File: src/rtl/aes_ctrl_pkg.sv
// Shared types and constants for the byte-serial AES-128 round controller.
package aes_ctrl_pkg;

    typedef enum logic [2:0] {
        IDLE,
        LOAD,
        SR,
        SHIFT,
        OUT
    } ctrl_state_t;

    localparam int NR = 10;
    localparam int NB = 16;

    localparam logic [7:0] RCON_INIT = 8'h01;
    localparam logic [7:0] RCON_POLY = 8'h1B;

    localparam logic [3:0] NR_4      = 4'(NR);
    localparam logic [3:0] LAST_BYTE = 4'(NB - 1);

    // Multiply by x in GF(2^8) modulo the AES polynomial.
    function automatic logic [7:0] xtime(input logic [7:0] b);
        return {b[6:0], 1'b0} ^ (b[7] ? RCON_POLY : 8'h00);
    endfunction

endpackage

File: src/rtl/aes_rcon_gen.sv
// Round-constant register: reloads RCON_INIT on init, steps by xtime on step.
module aes_rcon_gen
    import aes_ctrl_pkg::*;
(
    input  logic       clk,
    input  logic       rst,
    input  logic       init,
    input  logic       step,
    output logic [7:0] rcon
);

    logic [7:0] rcon_reg;

    always_ff @(posedge clk or posedge rst) begin
        if (rst) begin
            rcon_reg <= RCON_INIT;
        end else if (init) begin
            rcon_reg <= RCON_INIT;
        end else if (step) begin
            rcon_reg <= xtime(rcon_reg);
        end
    end

    assign rcon = rcon_reg;

endmodule

File: src/rtl/aes_serial_round_ctrl.sv
// Cycle sequencer for the byte-serial AES-128 datapath.
// Optional abort input is built when AES_CTRL_ABORT_EN is defined.
module aes_serial_round_ctrl
    import aes_ctrl_pkg::*;
(
    input  logic       clk,
    input  logic       rst,
    input  logic       start,
`ifdef AES_CTRL_ABORT_EN
    input  logic       abort,
`endif
    output logic       ready,
    output logic       busy,
    output logic       en,
    output logic       loadPT,
    output logic       doSR,
    output logic       doMC,
    output logic       keyEn,
    output logic [7:0] rcon,
    output logic       lastRound,
    output logic       ctValid,
    output logic       done
);

    ctrl_state_t state_reg, state_next;
    logic [3:0]  cnt_reg, cnt_next;
    logic [3:0]  rnd_reg, rnd_next;
    logic        rcon_init, rcon_step;
    logic        abort_hit;
    logic        last_byte;

`ifdef AES_CTRL_ABORT_EN
    assign abort_hit = abort && (state_reg != IDLE);
`else
    assign abort_hit = 1'b0;
`endif

    assign last_byte = (cnt_reg == LAST_BYTE);

    always_ff @(posedge clk or posedge rst) begin
        if (rst) begin
            state_reg <= IDLE;
            cnt_reg   <= 4'd0;
            rnd_reg   <= 4'd0;
        end else begin
            state_reg <= state_next;
            cnt_reg   <= cnt_next;
            rnd_reg   <= rnd_next;
        end
    end

    always_comb begin
        state_next = state_reg;
        cnt_next   = cnt_reg;
        rnd_next   = rnd_reg;
        rcon_init  = 1'b0;
        rcon_step  = 1'b0;

        case (state_reg)
            IDLE: begin
                cnt_next  = 4'd0;
                rnd_next  = 4'd0;
                rcon_init = 1'b1;
                if (start) begin
                    state_next = LOAD;
                end
            end
            LOAD: begin
                cnt_next = cnt_reg + 4'd1;
                if (last_byte) begin
                    state_next = SR;
                    rnd_next   = 4'd1;
                end
            end
            SR: begin
                cnt_next   = 4'd0;
                state_next = SHIFT;
            end
            SHIFT: begin
                cnt_next = cnt_reg + 4'd1;
                if (last_byte) begin
                    if (rnd_reg == NR_4) begin
                        state_next = OUT;
                    end else begin
                        rnd_next   = rnd_reg + 4'd1;
                        rcon_step  = 1'b1;
                        state_next = SR;
                    end
                end
            end
            OUT: begin
                cnt_next = cnt_reg + 4'd1;
                if (last_byte) begin
                    state_next = IDLE;
                    rnd_next   = 4'd0;
                    rcon_init  = 1'b1;
                end
            end
            default: begin
                state_next = IDLE;
                cnt_next   = 4'd0;
                rnd_next   = 4'd0;
                rcon_init  = 1'b1;
            end
        endcase

        // Abort overrides whatever transition was chosen above.
        if (abort_hit) begin
            state_next = IDLE;
            cnt_next   = 4'd0;
            rnd_next   = 4'd0;
            rcon_init  = 1'b1;
            rcon_step  = 1'b0;
        end
    end

    aes_rcon_gen u_rcon_gen (
        .clk  (clk),
        .rst  (rst),
        .init (rcon_init),
        .step (rcon_step),
        .rcon (rcon)
    );

    always_comb begin
        ready     = (state_reg == IDLE);
        busy      = (state_reg != IDLE);
        en        = (state_reg != IDLE);
        loadPT    = (state_reg == LOAD);
        doSR      = (state_reg == SR);
        // The final round has no MixColumns.
        doMC      = (state_reg == SHIFT) && (cnt_reg[1:0] == 2'd0) && (rnd_reg != NR_4);
        keyEn     = (state_reg == LOAD) || (state_reg == SHIFT) || (state_reg == OUT);
        lastRound = ((state_reg == SR) || (state_reg == SHIFT) || (state_reg == OUT))
                    && (rnd_reg == NR_4);
        ctValid   = (state_reg == OUT);
        done      = (state_reg == OUT) && last_byte;
    end

endmodule
File: config.mk
export PLATFORM = sky130hd
export DESIGN_NAME = aes_serial_round_ctrl
export DESIGN_NICKNAME = d
export VERILOG_FILES = /design/src/rtl/aes_ctrl_pkg.sv /design/src/rtl/aes_rcon_gen.sv /design/src/rtl/aes_serial_round_ctrl.sv
export SDC_FILE = /design/constraint.sdc
export NUM_CORES = 1
export LEC_CHECK = 0
export BUFFER_PORTS_ARGS = -buffer_cell sky130_fd_sc_hd__buf_2
export CORE_MARGIN = 2
export CORE_UTILIZATION = 27
export CTS_CLUSTER_DIAMETER = 60
export DETAILED_ROUTE_END_ITERATION = 10
export PLACE_DENSITY = 0.56
export SETUP_SLACK_MARGIN = 0.1
export SYNTH_ARGS = -nofsm -noshare
export SYNTH_HDL_FRONTEND = slang
export SYNTH_HIERARCHICAL = 1
export SYNTH_SLANG_ARGS = --single-unit
File: constraint.sdc
create_clock -name clk -period 2.1 [get_ports clk]
set_input_delay 0.525 -clock clk [delete_from_list [all_inputs] [get_ports clk]]
set_output_delay 0.525 -clock clk [all_outputs]
set_load 0.01 [all_outputs]
==> summary.md, run 1 <==
| Metric | Value |
|---|---|
| Post-Syn Instances | about 110 |
| Register area | about 480 um^2 |
| Count leader, synth | nor2_1 |
| Final clock period utilization by the worst path | 95.3% |
| Pins Over Slew Limit | 0 |
| Fin. Hold Viols | 0 |
| Worst setup margin | between 0.09 and 0.1 ns |
| Largest net degree at the start of global routing | 14 |
| Yosys warnings | 6 |
| RSZ-0062 raised after global routing | true |
| Most instantiated cells after synthesis | 19 x nor2_1, 18 x dfrtp_1, 9 x inv_1 |
| WP data required | between 1.5 and 2 ns |
| Vias in the first global route | ~800 |
| Top Ports | 21 |
| Post-Route WL | about 2.3 mm |
| DRC viols | 0 |
| DP HPWL | ~1.7 mm |
| WHS | ~0.21 ns |
| Initial antenna violation count | 0 |
| Synthesized Nets | approximately 120 |
| Area of the core | just under 4000 um^2 |
| Nets | between 100 and 150 |
| First-pass GRT wire length | slightly below 4 mm |
| CTS Hold Bufs | 0 |
| Worst rel slew slack | between 60% and 70% |
| WL/cell | between 10 and 15 um |
| Synth top area cells | dfrtp_1 42%, nor2_1 6.6%, ha_1 4.6%, mux2i_1 3.7%, xnor2_1 3.2% |
| Register clock-pin slew on the reported worst setup and hold paths | 0.07 ns |
| Setup_tns | 0 ns |
| Max FFs per register | 8 |
| Vias | ~870 |
| Area of the multi-input gates | ~520 um^2 |
| I/O Buffers | 20 |
| GP Congestion | slightly below 0.9 |
| Clock buffer depth | 2 |
| Post-synth top area share | 41.6% |
| Crit-path max FO | 2 |
| Final Setup Violations | 0 |
| Congestion Overflow GR | 0 |
| Critical path class | register to output port |
| # diodes | 0 |
| CTS sink count | 19 |
| Worst Hold Class | input port to asynchronous set/reset pin |
| CTS tree | built |
| Row count | 23 |
| Fillers | about 420 |
| Worst endpoint data arrival time | roughly 1.5 ns |
| Synth Area per Inst | approximately 9.5 um^2 |
| DRT antenna net count | 0 |
| FF-to-FF setup slack | between 0.2 and 0.3 ns |
| CTS H-tree depth | 1 |
| Initial Utilization | approximately 28% |
| Area Growth Syn to Fin | 20.6% |
| Drt first pass iters | 5 |
| Power density cells | roughly 1200 nW/um^2 |
| Post-synth EDFFs | 0 |
| CP endpoint kind | output port |
| Die ar. | 4530 um^2 |
| Vias per std cell | 4.63 |
| Post-Syn Area | approximately 1100 um^2 |
| Die H | between 60 and 70 um |
| Leading area contributor after synthesis | dfrtp_1 |
| Die width | 67.3 um |
| Most common flop cell mapped by yosys | dfrtp_1 |
| Worst VDD drop | 0.432 mV |
| TritonCTS Buffers | 3 |
| Crit path launch type | register |
| Max-Cap Viols | 0 |
| Starting DRT DRC Count | 23 |
| LEAKAGE | roughly 0.64 nW |
| GRT Total Usage | a little under an eighth |
| Post-synth ARST share | 100% |
| Synth Register Bits | 19 |
| Setup Skew | 0.00790 ns |
| Outcome | complete, no violations |
| Setup Slack @ Placement | between 0.2 and 0.25 ns |
| Measured slew at the worst slew-check pin | just over 0.5 ns |
| Netlist cell types | 39 |
| Sequential fraction of the synthesis area | about 44% |
| Ratio of cells with drive above 1 in the final layout | between 20% and 30% |
| Clock tree root driver cell | clkbuf_8 |
| Tmin final | approximately 2 ns |
| Later-pin clock latency in the skew report | between 0.2 and 0.3 ns |
| Fmax | about 0.50 GHz |
-- critical path, cell delays in order, from the launching register on --
cell	delay (ns)
dfrtp_1	0.35
inv_1	0.06
ha_1	0.20
and3b_1	0.20
nor2_2	0.10
and3_1	0.17
buf_2	0.13
-- layout make-up --
cell class                      count  share of cell area, %
Tap cell                           50                   4.79
Sequential cell                    19                   36.5
Inverter                            9                   2.88
Clock buffer                        4                   3.45
Timing Repair Buffer               29                   12.8
Multi-Input combinational cell     77                   39.5
-- path summary, 6_finish.rpt --
check,depth (start not counted),start,to
worst max-delay path,6,rnd_reg[0],doMC
worst min-delay path,2,rst,u_rcon_gen/rcon[2]
worst max register to register,8,rnd_reg[0],u_rcon_gen/rcon[0]
worst min register to register,1,cnt_reg[0],cnt_reg[0]
max in group asynchronous,2,rst,state_reg[2]
min in group clk,1,cnt_reg[0],cnt_reg[0]
-- power breakdown --
| group | leakage, nW | switching (W) | internal, W |
|---|---|---|---|
| Sequential | 0.237 | 0.000109 | 0.000504 |
| Combinational | 0.382 | 0.000345 | 0.000321 |
| Clock | 0.0228 | 0.000123 | 0.000135 |
| Total | 0.642 | 0.000577 | 0.000960 |
-- cells in the final DEF, fill, tap and decap left out, types with 2 or more instances in the layout --
cell type and instances:
nand3_1 4, a211oi_1 4, mux2i_1 4, ha_1 4, nor3_1 2, clkbuf_8 3
o31ai_1 2, buf_4 9, a21oi_1 2, nand2_1 4, dfrtp_1 18, o21ai_1 2
and3_1 2, inv_1 8, nand2b_1 3, nor2b_1 2, xnor2_1 4, buf_2 20
nor2_1 18, o21ai_0 2
-- per-layer routing --
layer	vias to the layer above	track usage [%]	routed length, um
li1	429	-	-
met1	412	14.9	1060
met2	26	18.2	1120
met3	4	1.50	93
met4	0	7.91	42
met5	-	0	0
-- timing repair --
| action | in CTS | in global routing |
|---|---|---|
| setup buffers | 3 | 1 |
| endpoints found under the setup margin | 2 | 4 |
| gates resized for setup | 2 | 1 |
| pin swaps | 1 | 1 |
-- cells by family after synthesis --
kind of cell | Yosys count | share of synthesized area (%)
compound gates | 19 | 13.1
xor+xnor | 5 | 4.05
fa+ha+maj | 4 | 4.62
buf+inv | 18 | 8.79
flops | 19 | 44.0
mux | 4 | 3.70
simple gates | 45 | 21.7
-- metrics by stage --
step | total power (W) | util [%] | std cells | instance area (um^2)
3_5_place_dp | 0.00124 | 31.2 | 180 | 1220
2_1_floorplan | 0.00105 | - | 114 | 1080
3_3_place_gp | 0.00122 | 31.2 | 180 | 1220
6_report | 0.00154 | 33.3 | 188 | 1310
4_1_cts | 0.00154 | 33.1 | 187 | 1290
5_1_grt | 0.00166 | 33.3 | 188 | 1310
Note: power is estimated with default switching activity, not from simulation.
==> inputs of run 2 (changes only) <==
Settings changed: CELL_PAD_IN_SITES_DETAIL_PLACEMENT from default to 1, CELL_PAD_IN_SITES_GLOBAL_PLACEMENT from default to 1, CORE_UTILIZATION 27 to 40, PLACE_DENSITY 0.56 to 0.87.
==> summary.md, run 2 (same netlist as run 1, synthesis figures left out) <==
| Metric | Value |
|---|---|
| Initial antenna violation count | 0 |
| First-pass GRT wire length | 5.18 mm |
| Starting DRT DRC Count | 31 |
| Commonest non-fill, non-tap cell in the layout | buf_4 |
| Crit path launch | rnd_reg[1] |
| CTS H-tree depth | 1 |
| CTS sink count | 19 |
| Worst r2r dst | u_rcon_gen/rcon[5] |
| WP data required | about 1.6 ns |
| Clock tree root driver cell | clkbuf_4 |
| Largest net degree at the start of global routing | 14 |
| Worst setup margin | around 0.0085 ns |
| Worst endpoint data arrival time | about 1.6 ns |
| Sequential power share | approximately 38% |
| Area Growth Syn to Fin | 31.2% |
| Top Ports | 21 |
| Switch Pwr | approximately 0.00073 W |
| CP endpoint kind | output port |
| Pins Over Slew Limit | 0 |
| DP HPWL | a little over 2 mm |
| Die ar. | ~3100 um^2 |
| Power density cells | around 1200 nW/um^2 |
| # diodes | 0 |
| Setup Slack @ Placement | ~0.067 ns |
| Switching share of power | between 40% and 50% |
| Tmin final | ~2.1 ns |
| WL/cell | about 22 um |
| Drt first pass iters | 4 |
| Nets | between 150 and 200 |
| Final Setup Violations | 0 |
| FF-to-FF setup slack | about 0.13 ns |
| Area of the multi-input gates | 551 um^2 |
| Final Power | around 0.0017 W |
| Worst rel slew slack | between 60% and 70% |
| CP Capture Point | doMC |
| Area of the core | around 2500 um^2 |
| Row count | 18 |
| Setup Skew | approximately 0.0043 ns |
| Max incr delay on CP | 0.44 ns |
| Critical path class | register to output port |
| Die H | roughly 56 um |
| Worst VDD drop | between 0.8 and 0.9 mV |
| Placed cell areas | 1200 um^2 |
| Vias | 1,041 |
| I/O Buffers | 20 |
| Vias per std cell | 5.72 |
| RSZ-0062 raised after global routing | true |
| LEAKAGE | 0.712 nW |
| Later-pin clock latency in the skew report | between 0.3 and 0.4 ns |
| Outcome | complete, no violations |
| R2r startpoint | rnd_reg[0] |
| Final clock period utilization by the worst path | 99.6% |
| CTS tree | built |
| DRC viols | 0 |
| Max FFs per register | 8 |
| Ratio of cells with drive above 1 in the final layout | a little over two fifths |
| DRT antenna net count | 0 |
| Worst Hold Class | input port to asynchronous set/reset pin |
| Die width | 56.0 um |
| Crit-path max FO | 2 |
| Fillers | 300 |
| GP Congestion | just under 0.9 |
| Crit path launch type | register |
| Register clock-pin slew on the reported worst setup and hold paths | 0.12 ns |
| GRT Total Usage | a little over a fifth |
| Register area | 477 um^2 |
| Vias in the first global route | around 1,000 |
| Cell Chain, Critical Path | ha_4, and3b_2, nor2_2, and3_1, buf_2 |
| Fmax | ~0.48 GHz |
| Clock buffer depth | 2 |
| Max-Cap Viols | 0 |
| Internal power | 0.000969 W |
| Logic pwr share | about 50% |
| TritonCTS Buffers | 3 |
| Most frequent cells in the layout | 20 x buf_4, 19 x buf_2, 18 x nor2_1, 18 x dfrtp_1, 6 x inv_1 |
| Initial Utilization | ~43% |
| Congestion Overflow GR | 0 |
| Clk pwr share | 12.1% |
| Depth of the most critical reg-to-reg path | 9 |
| Final instance area | 1420 um^2 |
| Post-Route WL | 3.91 mm |
| Measured slew at the worst slew-check pin | 0.568 ns |
| Fin. Hold Viols | 0 |
| Crit-path slowest cell | dfrtp_1 |
-- run 2: cell types whose count changed in the layout (fill, tap and decap cells not counted), sizes merged --
cell	change
clkbuf	-1
clkinv	+1
buf	+14
-- run 2: layer usage --
| layer | GRT usage, % | up-vias | part of all wire, % |
|---|---|---|---|
| met2 | 38.2 | 48 | 49 |
| li1 | - | 454 | - |
| met5 | 0 | - | 0 |
| met1 | 25.7 | 517 | 41 |
| met3 | 3.72 | 22 | 4.2 |
| met4 | 9.18 | 0 | 5.7 |
-- run 2: layout make-up --
| class | count | share of cell area, % |
|---|---|---|
| flip-flops and latches | 19 | 33.6 |
| multi-input cells | 77 | 38.8 |
| repair buffers | 43 | 20.4 |
| clock buffers | 3 | 1.59 |
| inverters | 9 | 2.64 |
| well taps | 30 | 2.64 |
| clock inverters | 1 | 0.352 |
-- run 2: worst min-delay path by stage --
stage                          start            endpoint  slack (ns)  cells past startpoint
after floorplan                  rst  u_rcon_gen/rcon[1]        0.34                      1
after global placement    cnt_reg[0]          cnt_reg[0]        0.47                      1
final                            rst  u_rcon_gen/rcon[2]        0.15                      2
after detailed placement         rst  u_rcon_gen/rcon[6]        0.50                      2
after global routing             rst  u_rcon_gen/rcon[6]        0.17                      2
after CTS                        rst  u_rcon_gen/rcon[6]        0.17                      2
-- run 2: timing repair --
action,4_1_cts,5_1_grt
setup buffers,8,9
endpoints found under the setup margin,8,13
hold buffers,0,0
pin swaps,4,2
resized for setup,9,7
-- run 2: critical path, delay by kind of cell (launching register included) --
family / cells / cell delay (ns)
AND/OR/NAND/NOR: 3 / 0.51
buffers and inverters: 1 / 0.12
adder cells (fa/ha/maj): 1 / 0.17
flip-flops: 1 / 0.44
-- run 2: metrics by stage --
step                      hold WS, ns  setup TNS, ns  instances  util (%)
after CTS                       0.167              0        173      52.5
final                           0.150              0        182      56.3
after floorplan                 0.340              0        114         -
after global placement          0.473              0        161      47.7
after detailed placement        0.496              0        161      47.7
after global routing            0.172        -0.0424        182      56.3
-- run 2: power by group through the flow --
| stage | clock network, W | logic, W | registers [W] |
|---|---|---|---|
| floorplan | 0 | 0.000417 | 0.000632 |
| global placement | 0 | 0.000588 | 0.000626 |
| detailed placement | 0 | 0.000634 | 0.000644 |
| CTS | 0.000199 | 0.000738 | 0.000625 |
| global route | 0.000219 | 0.000907 | 0.000656 |
| finish | 0.000206 | 0.000855 | 0.000642 |
